[config.mk]
export PLATFORM = sky130hd
export DESIGN_NAME = decoder_seq_nto2n
export DESIGN_NICKNAME = d
export VERILOG_FILES = /design/src/rtl/decoder_seq_nto2n.sv
export SDC_FILE = /design/constraint.sdc
export NUM_CORES = 1
export LEC_CHECK = 0
export CORE_AREA = 10 10 47 49
export DETAILED_ROUTE_END_ITERATION = 6
export DIE_AREA = 0 0 57 59
export PLACE_DENSITY = 0.69
export SYNTH_ARGS = -nofsm -noshare
export SYNTH_HDL_FRONTEND = slang
export SYNTH_SLANG_ARGS = --single-unit
[constraint.sdc]
create_clock -name clk -period 1.8 [get_ports clk]
set_input_delay 0.27 -clock clk [delete_from_list [all_inputs] [get_ports clk]]
set_output_delay 0.27 -clock clk [all_outputs]
set_load 0.005 [all_outputs]
[src/rtl/decoder_seq_nto2n.sv]
// -----------------------------------------------------------------------------
// decoder_seq_nto2n
//
// Registered N-to-OUTS one-hot decoder with an optional auto-scan mode.
// Direct mode decodes sel every cycle. Scan mode loads a start index from sel,
// then walks the index across all outputs, holding each one for DWELL cycles.
// All outputs are registered: each response appears one clk after its inputs
// are sampled.
//
// Parameters:
//   N       select width in bits (>= 1)
//   OUTS    number of decoded outputs (2 .. 2**N)
//   DWELL   cycles each output stays active in scan mode (>= 1)
//   ACT_LOW 1 = y is active-low (inactive level is all-ones)
//
// Ports:
//   clk   in   system clock, rising edge
//   rst   in   asynchronous active-high reset
//   en    in   block enable (0 = idle, y inactive)
//   mode  in   0 = direct decode, 1 = auto-scan
//   sel   in   direct-mode address / scan-mode start index
//   y     out  registered one-hot decode, polarity set by ACT_LOW
//   idx   out  index currently driven on y
//   wrap  out  one-cycle pulse when the scan index wraps OUTS-1 -> 0
//   err   out  one-cycle pulse when a direct-mode sel is out of range
// -----------------------------------------------------------------------------
module decoder_seq_nto2n #(
    parameter int N       = 2,
    parameter int OUTS    = 2 ** N,
    parameter int DWELL   = 4,
    parameter bit ACT_LOW = 1'b0
) (
    input  logic            clk,
    input  logic            rst,
    input  logic            en,
    input  logic            mode,
    input  logic [N-1:0]    sel,
    output logic [OUTS-1:0] y,
    output logic [N-1:0]    idx,
    output logic            wrap,
    output logic            err
);

    localparam int               CW       = (DWELL > 1) ? $clog2(DWELL) : 1;
    localparam logic [CW-1:0]    CNT_LAST = CW'(DWELL - 1);
    localparam logic [N-1:0]     IDX_LAST = N'(OUTS - 1);
    // One extra bit so OUTS == 2**N is representable in the range compare.
    localparam logic [N:0]       OUTS_V   = (N + 1)'(OUTS);
    // Inactive output level; XOR with it applies the polarity option.
    localparam logic [OUTS-1:0]  Y_IDLE   = {OUTS{ACT_LOW}};

    typedef enum logic [1:0] {
        IDLE,
        DIRECT,
        SCAN
    } state_t;

    state_t            state_q, state_d;
    logic [OUTS-1:0]   y_q, y_d;
    logic [N-1:0]      idx_q, idx_d;
    logic              wrap_q, wrap_d;
    logic              err_q, err_d;
    logic [CW-1:0]     cnt_q, cnt_d;

    logic              sel_valid;
    logic              y_on;
    logic [OUTS-1:0]   y_act;

    // Explicit per-bit compare: no bit exists for indices >= OUTS.
    function automatic logic [OUTS-1:0] onehot(input logic [N-1:0] i);
        logic [OUTS-1:0] r;
        for (int k = 0; k < OUTS; k++) begin
            r[k] = (i == N'(k));
        end
        return r;
    endfunction

    assign sel_valid = ({1'b0, sel} < OUTS_V);

    always_comb begin
        // NOTE: every combinational output gets a default first so no path
        // leaves it unassigned, which would infer a latch.
        state_d = state_q;
        idx_d   = idx_q;
        cnt_d   = '0;
        wrap_d  = 1'b0;
        err_d   = 1'b0;
        y_on    = 1'b0;

        if (!en) begin
            state_d = IDLE;
        end else if (!mode) begin
            state_d = DIRECT;
            if (sel_valid) begin
                idx_d = sel;
                y_on  = 1'b1;
            end else begin
                err_d = 1'b1;
            end
        end else begin
            state_d = SCAN;
            y_on    = 1'b1;
            if (state_q != SCAN) begin
                // Entry (from IDLE or DIRECT) restarts from sel, never from
                // the old index; out-of-range starts fall back to 0.
                idx_d = sel_valid ? sel : '0;
            end else if (cnt_q == CNT_LAST) begin
                // With DWELL == 1 CNT_LAST is 0, so this branch fires every
                // cycle and the counter stays parked at 0.
                if (idx_q == IDX_LAST) begin
                    idx_d  = '0;
                    wrap_d = 1'b1;
                end else begin
                    idx_d = idx_q + 1'b1;
                end
            end else begin
                cnt_d = cnt_q + 1'b1;
            end
        end

        y_act = y_on ? onehot(idx_d) : '0;
        y_d   = y_act ^ Y_IDLE;
    end

    // NOTE: sequential state uses non-blocking assignments so every flop
    // samples the pre-edge values regardless of statement order.
    always_ff @(posedge clk or posedge rst) begin
        if (rst) begin
            state_q <= IDLE;
            y_q     <= Y_IDLE;
            idx_q   <= '0;
            wrap_q  <= 1'b0;
            err_q   <= 1'b0;
            cnt_q   <= '0;
        end else begin
            state_q <= state_d;
            y_q     <= y_d;
            idx_q   <= idx_d;
            wrap_q  <= wrap_d;
            err_q   <= err_d;
            cnt_q   <= cnt_d;
        end
    end

    assign y    = y_q;
    assign idx  = idx_q;
    assign wrap = wrap_q;
    assign err  = err_q;

endmodule

==> metrics.yaml, run 1 <==
min_path:
  hold_path.class: "primary input to async pin"
clock_tree:
  ctsLongestPathBuffers: 2
  clk_latency_ps: 260
  postCtsSetupBuffers: 0
  clock_sinks: 11
  cts_made_buffers: 3
  cts_hold_buf: 0
  ctsResizeCount: 0
  clk_pin_slew_ps: 70
  cts_tree: "done"
  cts_root_buf: "clkbuf_4"
  h-tree-depth: 1
placed_design:
  place.gp.congestion: 0.883
  portBuffers: 12
  dpl.hpwl_um: 875
timing:
  fin_crit_ps: 1570
  fin_setup_tns_ps: 0
  drv_slew: 0
  finalSetupViolations: 0
  clock.fmax_mhz: 635
  finalHoldViolCount: 0
  fin_skew_ps: 6.59
  post-route-period-util_pct: 87.5
  grt_setup_unrepaired: "no"
finish:
  seqCellArea_um2: 275
  nFillCells: 137
  drive_gt1_share_pct: 16.7
  n_antenna_cell: 0
  multi_input_area_um2: 278
  nets: 75
  post-route-util_pct: 52.9
  layout-area-overhead-vs-synth_pct: 27.0
worst_setup_path:
  cp-end-kind: "flip-flop"
  worstPathRequired_ps: 1960
  cp_max_fo: 5
  crit_path_start_kind: "flip-flop"
  crit_type: "flip-flop to flip-flop"
  crit_arrival_ps: 1730
logic_synthesis:
  syn_avg_cell_area_um2: 11.5
  ys_seq_elements: 11
  synth-compound-area-share_pct: 15.6
  yosysMostFrequentCell: "dfrtp_1"
  synth_xor_area_share_pct: 0
  synth-simple-area-share_pct: 21.0
  synth_edf_count: 0
  ys_seq_area_share_pct: 47.1
  synth_commonest_cells: "11 x dfrtp_1, 4 x nor2_1, 3 x a21oi_1"
  yosysWarnings: 0
  netlist.area_leader.share_pct: 47.1
  syn_nets: 59
  synth_area_leader_cell: "dfrtp_1"
  synthTopCellsByArea: "dfrtp_1 47%, a2111oi_4 4.7%, ha_1 4.3%"
  yosysUniqueCellTypes: 28
  muxShareOfSynthArea_pct: 6.00
  synth_adder_area_share_pct: 4.28
  synth_ff_type: "dfrtp_1"
  postSynthCellCount: 51
  async_flop_share_pct: 100
  syn_area_um2: 584
  synth_top_family_by_area: "simple AND/OR/NAND/NOR gates"
floorplan:
  num_io_pins: 14
  die_h_um: 59
  rows: 14
  die_area_mm2: 0.00336
  die_w_um: 57
  core_mm2: 0.00140
  start_util_pct: 41.7
drt:
  drt-initial-drc-count: 10
  drtPass1Iterations: 4
  via_per_inst: 5.24
  drc: 0
  vias: 430
  ant_nets: 0
  routedWlPerCell_um: 13.3
  wl_um: 1090
pwr:
  power.density_mw_per_mm2: 706
  p_leak_nw: 0.318
  peakVddDrop_uv: 554
grt:
  grt_max_degree: 12
  grt_pass1_wl_um: 1870
  grt_pass1_vias: 438
  grt.overflow.total: 0
  antenna_found_initial: 0
  grt_use_total_pct: 7.09
job:
  max_cap_viol_count: 0
outcome:
  outcome: "finished, final reports clean"
-- per-stage QoR --
stage                     setup slack [ps]  cells  hold slack (ps)  power (W)  instance area [um^2]
final                                  225     82              297   0.000524                   742
after global routing                   119     82              335   0.000560                   742
after CTS                              213     82              316   0.000533                   742
after detailed placement              16.8     78              428   0.000369                   716
after global placement                66.7     78              423   0.000368                   716
after floorplan                        201     51              122   0.000326                   584
-- cells in the final DEF, fill, tap and decap left out, types with 3 or more instances in the layout --
master            n
clkbuf_4          3
clkdlybuf4s50_1  12
a21oi_1           3
nor2_1            4
dfrtp_1          11
-- kinds of logic after synthesis --
logic type	Yosys count
other	1
adders and majority gates	2
muxes	3
AOI/OAI and AO/OA	10
and+or+nand+nor	19
buffers and inverters	5
DFF	11
-- per-layer routing --
layer / vias up / routed length, um / GRT usage (%)
li1: 209 / - / -
met3: 0 / 109 / 5.79
met5: - / 0 / 0
met2: 15 / 530 / 11.0
met1: 206 / 448 / 7.49
met4: 0 / 0 / 1.01
-- flip-flops by register name, indices dropped and copies added, names as in the netlist --
register  count
idx           2
cnt_q         2
y             4
state_q       2
wrap          1
-- layout make-up --
type	instances	share of cell area, %
repair buffers	14	18.2
inverters	2	1.01
multi-input cells	35	37.4
flip-flops and latches	11	37.1
well taps	16	2.70
clock buffers	4	3.54
-- report_power, final --
| part | switching, W | internal (W) | total [W] | leakage, nW |
|---|---|---|---|---|
| logic | 0.0000429 | 0.0000507 | 0.0000936 | 0.159 |
| registers | 0.0000103 | 0.000259 | 0.000270 | 0.145 |
| clock network | 0.0000753 | 0.0000856 | 0.000161 | 0.0150 |
| total | 0.000129 | 0.000396 | 0.000524 | 0.318 |
-- critical path, cell delays in order, from the launching register on --
cell       delay (ps)
dfrtp_1           450
ha_1              250
nor3b_4            70
or3_4             400
a2111oi_4         300
-- worst paths after layout --
check / from / to / slack (ps) / depth (start not counted)
hold / removal: rst / wrap / 300 / 2
hold reg to reg: cnt_q[0] / cnt_q[0] / 430 / 1
setup / recovery: idx[0] / y[2] / 230 / 4
min in group clk: cnt_q[0] / cnt_q[0] / 430 / 1
max in group asynchronous: rst / cnt_q[0] / 1200 / 2
setup reg to reg: idx[0] / y[2] / 230 / 4
No activity file was read; power rests on OpenSTA's default activity.
==> inputs of run 2 (changes only) <==
Settings changed: CTS_BUF_LIST set to sky130_fd_sc_hd__clkbuf_4 sky130_fd_sc_hd__clkbuf_8 sky130_fd_sc_hd__clkbuf_16, HOLD_SLACK_MARGIN set to 0.02, MAX_ROUTING_LAYER set to met4.
==> run 2 against run 1 <==
  * Register-to-register slack about the same
  * Largest power group unchanged
  * First-iteration DRC count did not move
  * Critical path type unchanged
  * Largest cell class unchanged
  * Sequential power is essentially flat
  * Global-route usage is 0.20 points higher
  * Setup slack about the same
  * Cell area is 0.51% higher
  * Worst hold slack hardly changed
  * Cell count unchanged
==> metrics.yaml, run 2 (synthesized netlist as in run 1, its figures left out) <==
worst_setup_path:
  crit_slowest_cell: "dfrtp_1"
  crit_arrival_ps: 1730  # about the same
  worstPathRequired_ps: 1960  # about the same
  cp-end-kind: "flip-flop"
  path_delay_family: "simple AND/OR/NAND/NOR gates"
  timing.rr.start: "idx[0]"
  crit_type: "flip-flop to flip-flop"
  slowest_delay_ps: 450  # about the same
  cp_cell_sequence: "ha_1 > nor3b_4 > or3_4 > a2111oi_4"
  worstSetupStartpoint: "idx[0]"
  crit_path_start_kind: "flip-flop"
  crit_buf_inv: 0  # unchanged
  cp_max_fo: 5  # unchanged
placed_design:
  dpl.hpwl_um: 875  # unchanged
  placed_cells: 78  # unchanged
  place.gp.congestion: 0.898  # +1.7%
  portBuffers: 12  # unchanged
pwr:
  peakVddDrop_uv: 555  # +0.18%
  p_leak_nw: 0.322  # +1.1%
  power.density_mw_per_mm2: 724  # +2.4%
timing:
  fin_crit_ps: 1570  # +0.0400 ps
  hold_ws_ps: 297  # -0.0890 ps
  grt_setup_unrepaired: "no"
  fin_setup_tns_ps: 0  # unchanged
  clock.fmax_mhz: 635  # about the same
  post-route-period-util_pct: 87.5  # about the same
  fin_skew_ps: 6.44  # -0.153 ps
  drv_slew: 0  # unchanged
  finalHoldViolCount: 0  # unchanged
  finalSetupViolations: 0  # unchanged
clock_tree:
  clk_pin_slew_ps: 70  # about the same
  cts_tree: "done"
  clock_sinks: 11  # unchanged
  h-tree-depth: 1  # unchanged
  ctsResizeCount: 0  # unchanged
  ctsLongestPathBuffers: 2  # unchanged
  postCtsSetupBuffers: 0  # unchanged
  cts_made_buffers: 3  # unchanged
  cts_hold_buf: 0  # unchanged
  cts_root_buf: "clkbuf_4"
  clk_latency_ps: 260  # about the same
drt:
  via_per_inst: 5.26  # +0.23%
  drc: 0  # unchanged
  top_layer_used: "met3"
  route.met2.wl_um: 529  # -0.19%
  wl_um: 1090  # unchanged
  wl_met3_um: 95  # -13%
  routedWlPerCell_um: 13.3  # unchanged
  drt-initial-drc-count: 10  # unchanged
  vias: 431  # +0.23%
  ant_nets: 0  # unchanged
  drtPass1Iterations: 4  # unchanged
  wl_met1_um: 462  # +3.1%
finish:
  final_common_cell: "clkdlybuf4s50_1"
  drive_gt1_share_pct: 18.2  # +1.5 points
  n_antenna_cell: 0  # unchanged
  nets: 75  # unchanged
  largest_reg_flops: 4  # unchanged
  finalNonFillerCells: 82  # unchanged
  seqCellArea_um2: 275  # unchanged
  post-route-util_pct: 53.2  # +0.27 points
  multi_input_area_um2: 278  # unchanged
  layout-area-overhead-vs-synth_pct: 27.6
  nFillCells: 136  # -0.73%
  mostFrequentLayoutCells: "12 x clkdlybuf4s50_1, 11 x dfrtp_1, 4 x nor2_1, 4 x clkbuf_4, 3 x a21oi_1"
grt:
  grt.overflow.total: 0  # unchanged
  grt_max_degree: 12  # unchanged
  grt_pass1_vias: 440  # +0.46%
  antenna_found_initial: 0  # unchanged
  grt_pass1_wl_um: 1870  # unchanged
  grt_use_total_pct: 7.29  # +0.20 points
outcome:
  outcome: "finished, final reports clean"
floorplan:
  num_io_pins: 14  # unchanged
  die_w_um: 57  # unchanged
  rows: 14  # unchanged
  core_mm2: 0.00140  # unchanged
  start_util_pct: 41.7  # unchanged
  die_area_mm2: 0.00336  # unchanged
  die_h_um: 59  # unchanged
min_path:
  hold_path.class: "primary input to async pin"
job:
  max_cap_viol_count: 0  # unchanged
==> run 2: changes by cell type in the layout (fill, tap and decap cells not counted) <==
| cell | delta |
|---|---|
| clkbuf_4 | +1 |
| clkbuf_1 | -1 |
==> run 2: cell type report <==
cell class / count / area share, %
clock buffer: 4 / 4.03
inverter: 2 / 1.01
multi-input combinational: 35 / 37.2
sequential: 11 / 36.9
tap: 16 / 2.68
timing repair buffer: 14 / 18.1
==> run 2: power by group <==
part,switching [W],internal (W),total (W)
clock,0.0000755,0.000101,0.000176
sequential,0.0000103,0.000259,0.000270
combinational,0.0000430,0.0000507,0.0000937
total,0.000129,0.000411,0.000540
==> run 2: final timing paths <==
kind,endpoint,slack [ps],cells past startpoint
setup / recovery,y[2],230,4
hold / removal,wrap,300,2
setup reg to reg,y[2],230,4
hold reg to reg,cnt_q[0],430,1
max in group asynchronous,cnt_q[0],1200,2
min in group clk,cnt_q[0],430,1
==> run 2: per-stage QoR <==
stage / area [um^2] / setup slack, ps / power, W
after floorplan: 584 / 201 / 0.000326
after global placement: 716 / 66.7 / 0.000368
after detailed placement: 716 / 16.8 / 0.000369
after CTS: 746 / 212 / 0.000549
after global routing: 746 / 119 / 0.000574
final: 746 / 225 / 0.000540
==> run 2: routing by layer <==
| metal | GRT usage (%) | up-vias |
|---|---|---|
| met5 | - | - |
| met2 | 11.0 | 15 |
| met1 | 7.74 | 207 |
| met4 | 1.01 | 0 |
| met3 | 5.36 | 0 |
| li1 | - | 209 |
==> variant (flow settings as in run 2) <==
Reset style: synchronous (`rst`), changed in one clocked block. Comments in the files are not updated.
--- a/src/rtl/decoder_seq_nto2n.sv
+++ b/src/rtl/decoder_seq_nto2n.sv
@@ -124,7 +124,7 @@
 
     // NOTE: sequential state uses non-blocking assignments so every flop
     // samples the pre-edge values regardless of statement order.
-    always_ff @(posedge clk or posedge rst) begin
+    always_ff @(posedge clk) begin
         if (rst) begin
             state_q <= IDLE;
             y_q     <= Y_IDLE;
Behaviour: differs if rst is asserted again (counterexample within 4 cycles, from zero or initial values and one cycle with rst high); with rst held inactive, the same outputs for 10 cycles.
==> variant against run 2 <==
Total power decreased by 8.0%. Setup slack better by 0.098 ns. Wire length decreased by 26%. Area after synthesis decreased by 22%. Sequential share of layout area down 1.1 points. Register-to-register slack improved by 0.15 ns. Hold slack improved by 0.13 ns. Critical path depth decreased by 3. First-iteration DRC count down 60%. Critical path type is now reg -> out. Sequential cell count did not move. Final area down 17%. Largest cell class is now sequential cells.
==> variant: results (changes against run 2) <==
status -> finished clean
Post-synth ARST share -> 0 (-1.000)
post-synth net total -> 51 (-14%)
Synth top cells by count -> 11 x dfxtp_1, 5 x nor2b_1, 4 x nor2_1
Worst VDD drop -> 0.4326 mV (-22%)
Non-clk bufs -> 12 (-2)
sequential share of the synthesized area -> 0.4862 (+0.01510)
Metal-1 WL -> 351 um (-24%)
vias in the first global route -> 341 (-23%)
share of cells above drive strength 1 -> 0.1552 (-0.02665)
WL final -> 807 um (-26%)
clk_skew -> 0.004172 ns (-0.002269 ns)
DRT Pass-1 Iters -> 2 (-2)
Largest stage delay, worst path -> 0.54 ns (+0.09 ns)
Signal buf overhead -> 0.1951 (+0.01391)
CLK BUF -> 4 (unchanged)
clk tree area frac -> 0.04878 (+0.008512)
Reg area -> 220.2 sq um (-20%)
Setup crit start -> idx[0]$_SDFF_PP0_
dpl ws -> 0.1456 ns (+0.1287 ns)
DR top layer -> met4
grt met1 use -> 0.06108 (-0.01632)
largest net degree at the start of global routing -> 8 (-4)
first-pass GRT wire length -> 1462 um (-22%)
GR Util met3 -> 0.02361 (-0.03004)
routed length on met2 -> 378 um (-29%)
Initial DRC Count -> 4 (-6)
WL/cell -> 10.91 um (-18%)
CTS resizes -> 0 (unchanged)
gr usage total -> 0.05660 (-0.01628)
Fill cells -> 150 (+10%)
R2R Setup Slk -> 0.38 ns (+0.15 ns)
detailed placement HPWL -> 665.3 um (-24%)
Largest register FFs -> 4 (unchanged)
r2r endpoint -> y[3]$_SDFF_PP0_
DR vias/cell -> 4.541 (-14%)
Final Wtd Congestion -> 0.7006 (-22%)
Post-Syn Instances -> 43 (-16%)
Final nets -> 67 (-11%)
setup TNS -> 0 ns (unchanged)
synth top area cells -> dfxtp_1 49%, nor2b_1 6.9%, ha_1 5.5%
Critical Path End Type -> output pin
Crit path max-delay family -> buffers and inverters
M2 GR Usage -> 0.08217 (-0.02791)
Hold Path Class -> reg -> reg
Final Cycle Share -> 0.8205 (-0.05444)
multi-input combinational area share -> 0.3537 (-0.01882)
LEAKAGE -> 0.2564 nW (-20%)
synth unique cells -> 19 (-32%)
# diodes -> 0 (unchanged)
DP Area -> 585.6 sq um (-18%)
Crit path arrival time -> 1.21 ns (-0.52 ns)
Reg2Reg Depth -> 5 (+1)
met3 WL -> 48 um (-49%)
multi-input logic area -> 217.7 sq um (-22%)
Multi-In Gates -> 29 (-17%)
setup bufs post-CTS -> 0 (unchanged)
cell total after placement -> 70 (-10%)
crit path to -> idx[0]
slowest cell on the critical path -> clkdlybuf4s50_1
## variant: cell count changes after synthesis, moves of 2 or more
cell / run 2 / this run
dfxtp_1: 0 / 11
o211ai_1: 2 / 0
nand3b_1: 2 / 0
nor2b_1: 1 / 5
dfrtp_1: 11 / 0
o2bb2ai_1: 2 / 0
a21oi_1: 3 / 0
nor4_1: 0 / 2
o21ai_1: 0 / 2
## variant: worst min path at each step
stage / slack (ns) / start / depth (start not counted) / to
CTS: 0.44 / cnt_q[0]$_SDFF_PP0_ / 1 / cnt_q[0]$_SDFF_PP0_
global route: 0.46 / cnt_q[0]$_SDFF_PP0_ / 1 / cnt_q[0]$_SDFF_PP0_
floorplan: 0.34 / rst / 1 / idx[1]$_SDFF_PP0_
detailed placement: 0.43 / cnt_q[0]$_SDFF_PP0_ / 1 / cnt_q[0]$_SDFF_PP0_
finish: 0.43 / cnt_q[0]$_SDFF_PP0_ / 1 / cnt_q[0]$_SDFF_PP0_
global placement: 0.42 / cnt_q[0]$_SDFF_PP0_ / 1 / cnt_q[0]$_SDFF_PP0_
## variant: cells by family (layout without fill, tap and decap cells)
group | after synthesis | after routing | synth area share
other | 1 | 1 | 0.008279
multiplexers | 1 | 1 | 0.03038
adder cells (fa/ha/maj) | 2 | 2 | 0.05524
AND/OR/NAND/NOR | 19 | 19 | 0.2596
flip-flops | 11 | 11 | 0.4862
buffers and inverters | 3 | 18 | 0.03316
AO/OA/AOI/OAI | 6 | 6 | 0.1271
## variant: power breakdown
part           leakage (nW)  internal, mW  switching, mW  total [mW]
Clock                0.0184         0.101         0.0813       0.182
Sequential           0.0897         0.252        0.00446       0.256
Combinational         0.148        0.0338         0.0245      0.0583
Total                 0.256         0.386          0.110       0.497
